**src/rtl/regfile_wr_arbiter.sv**
```systemverilog
// regfile_wr_arbiter: round-robin arbiter for the single register-file write port with a registered output stage
module regfile_wr_arbiter #(
    parameter int NREQ = 4,
    parameter int AW   = 5,
    parameter int DW   = 8
) (
    input  logic               clk_i,
    input  logic               rst_i,
    input  logic [NREQ-1:0]    req_v_i,
    input  logic [NREQ*AW-1:0] req_addr_i,
    input  logic [NREQ*DW-1:0] req_data_i,
    output logic [NREQ-1:0]    req_rdy_o,
    input  logic               wr_stall_i,
    output logic               wr_en_o,
    output logic [AW-1:0]      wr_addr_o,
    output logic [DW-1:0]      wr_data_o,
    output logic [2**AW-1:0]   wr_sel_o,
    output logic [2:0]         gnt_id_o
);

    localparam int NS = 2**AW;

    // The stage is either empty or holds a write; WRITE vs HOLD is decided
    // live by wr_stall_i, so only occupancy needs to be registered.
    typedef enum logic {S_IDLE, S_FULL} state_e;

    state_e          state_q, state_d;
    logic [2:0]      ptr_q, ptr_d;
    logic [AW-1:0]   addr_q, addr_d;
    logic [DW-1:0]   data_q, data_d;
    logic [NS-1:0]   sel_q, sel_d;
    logic [2:0]      gid_q, gid_d;

    logic            can_load;
    logic            hit;
    logic            grant;
    logic [NREQ-1:0] rot;
    logic [3:0]      sum;
    logic [3:0]      win;
    logic [3:0]      nxt;
    logic [NREQ-1:0] rdy;
    logic [AW-1:0]   win_addr;
    logic [DW-1:0]   win_data;

    assign can_load = (state_q == S_IDLE) || !wr_stall_i;

    // Rotate requests so the pointer sits at bit 0, then take the first set bit
    always_comb begin
        rot = NREQ'({req_v_i, req_v_i} >> ptr_q);
        hit = 1'b0;
        sum = '0;
        for (int j = 0; j < NREQ; j++) begin
            if (!hit && rot[j]) begin
                hit = 1'b1;
                sum = {1'b0, ptr_q} + 4'(j);
            end
        end
        win   = (sum >= 4'(NREQ)) ? sum - 4'(NREQ) : sum;
        nxt   = win + 4'd1;
        grant = hit && can_load && !rst_i;
    end

    // One-hot ready and the winner's address/data mux
    always_comb begin
        rdy      = '0;
        win_addr = '0;
        win_data = '0;
        for (int i = 0; i < NREQ; i++) begin
            rdy[i] = grant && (win == 4'(i));
            if (win == 4'(i)) begin
                win_addr = req_addr_i[i*AW +: AW];
                win_data = req_data_i[i*DW +: DW];
            end
        end
    end

    assign req_rdy_o = rdy;

    // Next state of the output stage and the priority pointer
    always_comb begin
        state_d = state_q;
        ptr_d   = ptr_q;
        addr_d  = addr_q;
        data_d  = data_q;
        sel_d   = sel_q;
        gid_d   = gid_q;
        if (can_load) begin
            if (grant) begin
                state_d = S_FULL;
                addr_d  = win_addr;
                data_d  = win_data;
                sel_d   = NS'(1) << win_addr;
                gid_d   = win[2:0];
                ptr_d   = (nxt == 4'(NREQ)) ? 3'd0 : nxt[2:0];
            end else begin
                state_d = S_IDLE;
                sel_d   = '0;
            end
        end
    end

    // Output stage and pointer registers; reset discards any pending write
    always_ff @(posedge clk_i or posedge rst_i) begin
        if (rst_i) begin
            state_q <= S_IDLE;
            ptr_q   <= '0;
            addr_q  <= '0;
            data_q  <= '0;
            sel_q   <= '0;
            gid_q   <= '0;
        end else begin
            state_q <= state_d;
            ptr_q   <= ptr_d;
            addr_q  <= addr_d;
            data_q  <= data_d;
            sel_q   <= sel_d;
            gid_q   <= gid_d;
        end
    end

    assign wr_en_o   = (state_q == S_FULL);
    assign wr_addr_o = addr_q;
    assign wr_data_o = data_q;
    assign wr_sel_o  = sel_q;
    assign gnt_id_o  = gid_q;

endmodule

```
**config.mk**
```make
export PLATFORM = sky130hd
export DESIGN_NAME = regfile_wr_arbiter
export DESIGN_NICKNAME = d
export VERILOG_FILES = /design/src/rtl/regfile_wr_arbiter.sv
export SDC_FILE = /design/constraint.sdc
export NUM_CORES = 1
export LEC_CHECK = 0
export CELL_PAD_IN_SITES_DETAIL_PLACEMENT = 1
export CELL_PAD_IN_SITES_GLOBAL_PLACEMENT = 2
export CORE_ASPECT_RATIO = 1.5
export CORE_UTILIZATION = 23
export DETAILED_ROUTE_END_ITERATION = 10
export GPL_TIMING_DRIVEN = 0
export PLACE_DENSITY = 0.81
export SKIP_CTS_REPAIR_TIMING = 1
export SYNTH_ARGS = -nofsm -noshare
export SYNTH_HDL_FRONTEND = slang
export SYNTH_SLANG_ARGS = --single-unit
```
**constraint.sdc**
```tcl
create_clock -name clk_i -period 5.02 [get_ports clk_i]
set_input_delay 1.004 -clock clk_i [delete_from_list [all_inputs] [get_ports clk_i]]
set_output_delay 1.004 -clock clk_i [all_outputs]
set_load 0.005 [all_outputs]
```
==> flow_metrics.py <==
metrics = {
    "run_status": {
        "status": "finished, violations left",
        "violations": "DRC",
    },
    "logic_synthesis": {
        "ys.flop_type": "dfrtp_1",
        "synthesis.area_um2": 3177,
        "syn_inst": 357,
        "synth.distinct_cells": 55,
        "synthArstFlopShare_pct": 100.0,
        "seq_area_frac_synth_pct": 40.96,
        "syn-num-nets": 426,
        "yosysWarningCount": 0,
        "synth_seq_cells": 52,
        "synth_area_per_cell_um2": 8.899,
        "synth_edf_count": 0,
    },
    "placement": {
        "placed_cells": 631,
        "io_buffers": 111,
        "routabilityCongestion": 0.7947,
        "place_area_um2": 4511,
        "dp_hpwl_um": 8349,
    },
    "grt": {
        "grt-ovfl-total": 0,
        "antenna_found_initial": 0,
        "grt_usage_pct": 15.33,
        "grt_pass1_wl_um": 17610,
        "grt_max_degree": 39,
        "grt_pass1_vias": 3442,
    },
    "cells_and_area": {
        "fillCellCount": 1562,
        "nets": 555,
        "design_area_um2": 4811,
        "fin_cells": 649,
        "layout-drive-gt1-share_pct": 14.58,
        "syn2layout_area_growth_pct": 51.44,
        "diodes": 0,
    },
    "pwr": {
        "peakVddDrop_uv": 414.4,
        "p_leak_nw": 1.975,
        "total_power_mw": 3.435,
        "power_density_nw_per_um2": 714.0,
    },
    "worst_setup_path": {
        "crit_path_max_fanout": 9,
        "crit_start": "req_v_i[0]",
        "crit_arrival_ns": 3.90,
        "critPathLaunchType": "primary input",
        "crit_required_ns": 4.02,
        "rr_worst_depth": 15,
        "cp-end-kind": "output pin",
        "setup.worst_path.class": "primary input to output pin",
        "rr_startpoint": "ptr_q[0]",
    },
    "timing": {
        "slew_headroom_pct": 51.49,
        "setup_viol": 0,
        "fmax_mhz": 203.8,
        "fin_crit_ns": 4.906,
        "post-route-period-util_pct": 97.73,
        "clock_skew_ns": 0.005029,
        "drv_slew": 0,
        "tightest_slew_ns": 0.7277,
        "hold_viol": 0,
    },
    "job": {
        "cap_violations": 0,
    },
    "cts": {
        "h-tree-depth": 2,
        "clk_latency_ns": 0.29,
        "clockBufferDepth": 2,
        "clock-root-buffer": "clkbuf_16",
        "cts_tree": "done",
        "clk_pin_slew_ns": 0.07,
        "numCtsBuffers": 5,
        "clock_sinks": 52,
    },
    "drt": {
        "vias_per_cell": 4.898,
        "drc": 6,
        "first_iter_violations": 96,
        "ant_nets": 0,
        "wl_per_cell_um": 16.48,
        "via_count": 3179,
        "drt-pass1-iter-count": 9,
        "routed_wl_um": 10700,
    },
    "floorplanning": {
        "core_area_um2": 13470,
        "initial_core_util_pct": 23.59,
        "die_area_um2": 14300,
        "fp-row-count": 52,
        "ios": 112,
        "die_w_um": 97.96,
        "die_h_um": 145.9,
    },
    "hold_path": {
        "holdPathStages": 2,
        "min-delay-start": "wr_sel_o[30]",
        "worstHoldPathType": "flip-flop to flip-flop",
    },
}
[layout make-up]
class	instances	area [um^2]	area share, %
multi-input combinational	273	1792	37.24
sequential	52	1301	27.05
timing repair buffer	125	1226	25.49
tap	162	202.7	4.213
clock buffer	7	142.6	2.965
buffer	20	105.1	2.185
inverter	9	33.78	0.7022
clock inverter	1	7.507	0.1560
[critical path, cell delays in order]
cell,delay [ns]
dlymetal6s2s_1,0.15
nor2b_2,0.17
mux4_2,0.56
buf_4,0.17
o31a_1,0.13
a221o_1,0.31
and2_1,0.18
buf_6,0.15
inv_1,0.06
ha_1,0.17
and2_4,0.23
nor2_4,0.05
a22oi_4,0.20
buf_8,0.14
nor3b_2,0.04
dlymetal6s2s_1,0.17
[stage by stage]
step | hold WS, ns | setup slack [ns] | utilization [%] | setup TNS (ns)
2_1_floorplan | 0.4726 | 0.1929 | - | 0
3_3_place_gp | 0.4621 | -1.176 | 33.34 | -7.520
3_5_place_dp | 0.4700 | -1.270 | 33.49 | -11.34
4_1_cts | 0.4856 | -1.277 | 34.61 | -5.400
5_1_grt | 0.5231 | -0.01037 | 35.72 | -0.01289
6_report | 0.4815 | 0.1139 | 35.72 | 0
[layout by cell type (no fill, tap or decap), types with 5 or more instances in the layout]
| master | netlist | layout |
|---|---|---|
| a21oi_1 | 25 | 22 |
| inv_1 | 8 | 7 |
| nor2_1 | 26 | 25 |
| nand2_1 | 61 | 61 |
| dlymetal6s2s_1 | 0 | 5 |
| a22oi_1 | 9 | 9 |
| dfrtp_1 | 52 | 52 |
| clkbuf_16 | 0 | 5 |
| clkdlybuf4s50_1 | 0 | 103 |
| a221oi_1 | 5 | 5 |
| buf_4 | 1 | 14 |
| nor2b_1 | 11 | 10 |
| clkbuf_1 | 15 | 11 |
| clkbuf_2 | 0 | 6 |
| o31ai_1 | 7 | 7 |
| o21ai_0 | 38 | 38 |
| ha_1 | 10 | 7 |
| o31a_1 | 5 | 5 |
| o31ai_2 | 6 | 6 |
[metal layers]
metal  vias up  routed length (um)  GRT usage (%)
met3        17                 411          2.594
met5         -                   0              0
li1       1532                   -              -
met2        81                5876          29.44
met4         0                 268          5.303
met1      1549                4138          16.55
[cells by family after synthesis]
logic type                 synth area share [%]
and+or+nand+nor                           19.14
AOI/OAI and AO/OA                         25.32
DFF                                       40.96
buffers and inverters                     4.490
muxes                                     5.317
adders and majority gates                 3.939
xor gates and xnor gates                 0.8272
[cells in the mapped netlist (2+ instances only)]
library cell | instances | area share, %
a221o_1 | 2 | 0.63
mux4_2 | 2 | 1.4
nor2_1 | 26 | 3.1
a211oi_1 | 2 | 0.47
o21ai_0 | 38 | 6.0
and3_1 | 2 | 0.39
mux2i_1 | 2 | 0.63
xnor2_1 | 3 | 0.83
a22oi_1 | 9 | 2.1
buf_6 | 2 | 0.71
buf_2 | 3 | 0.47
nand2_1 | 61 | 7.2
or3_1 | 2 | 0.39
nand3_1 | 3 | 0.47
buf_1 | 2 | 0.24
mux2i_2 | 4 | 1.7
nor4_1 | 4 | 0.79
nor3_1 | 4 | 0.63
mux2_2 | 3 | 1.1
o31a_1 | 5 | 1.4
clkbuf_1 | 15 | 1.8
nand3b_1 | 4 | 0.95
and2_1 | 4 | 0.79
dfrtp_1 | 52 | 41
nor3b_1 | 3 | 0.71
o31ai_2 | 6 | 2.4
nor2b_1 | 11 | 2.2
o21bai_1 | 2 | 0.47
o21ai_1 | 2 | 0.32
a2111oi_0 | 4 | 1.1
ha_1 | 10 | 3.9
inv_1 | 8 | 0.95
o31ai_1 | 7 | 1.7
a221oi_1 | 5 | 1.4
a21oi_1 | 25 | 3.9
[sequential cells by signal (all words and copies together), names as in the netlist]
name	flops
wr_sel_o	32
wr_data_o	8
wr_addr_o	5
gnt_id_o	3
ptr_q	3
wr_en_o	1
[worst paths after layout]
check,slack [ns],end
setup / recovery,0.11,req_rdy_o[1]
min in group asynchronous,1.05,wr_sel_o[0]
hold / removal,0.48,wr_sel_o[30]
max in group asynchronous,3.45,wr_data_o[5]
hold reg to reg,0.48,wr_sel_o[30]
setup reg to reg,0.65,wr_sel_o[26]
[power by group]
| part | total, mW | internal (mW) | switching (mW) |
|---|---|---|---|
| Combinational | 2.50 | 1.05 | 1.44 |
| Sequential | 0.578 | 0.514 | 0.0649 |
| Clock | 0.359 | 0.199 | 0.160 |
| Total | 3.43 | 1.77 | 1.67 |
Note: power is estimated with default switching activity, not from simulation.
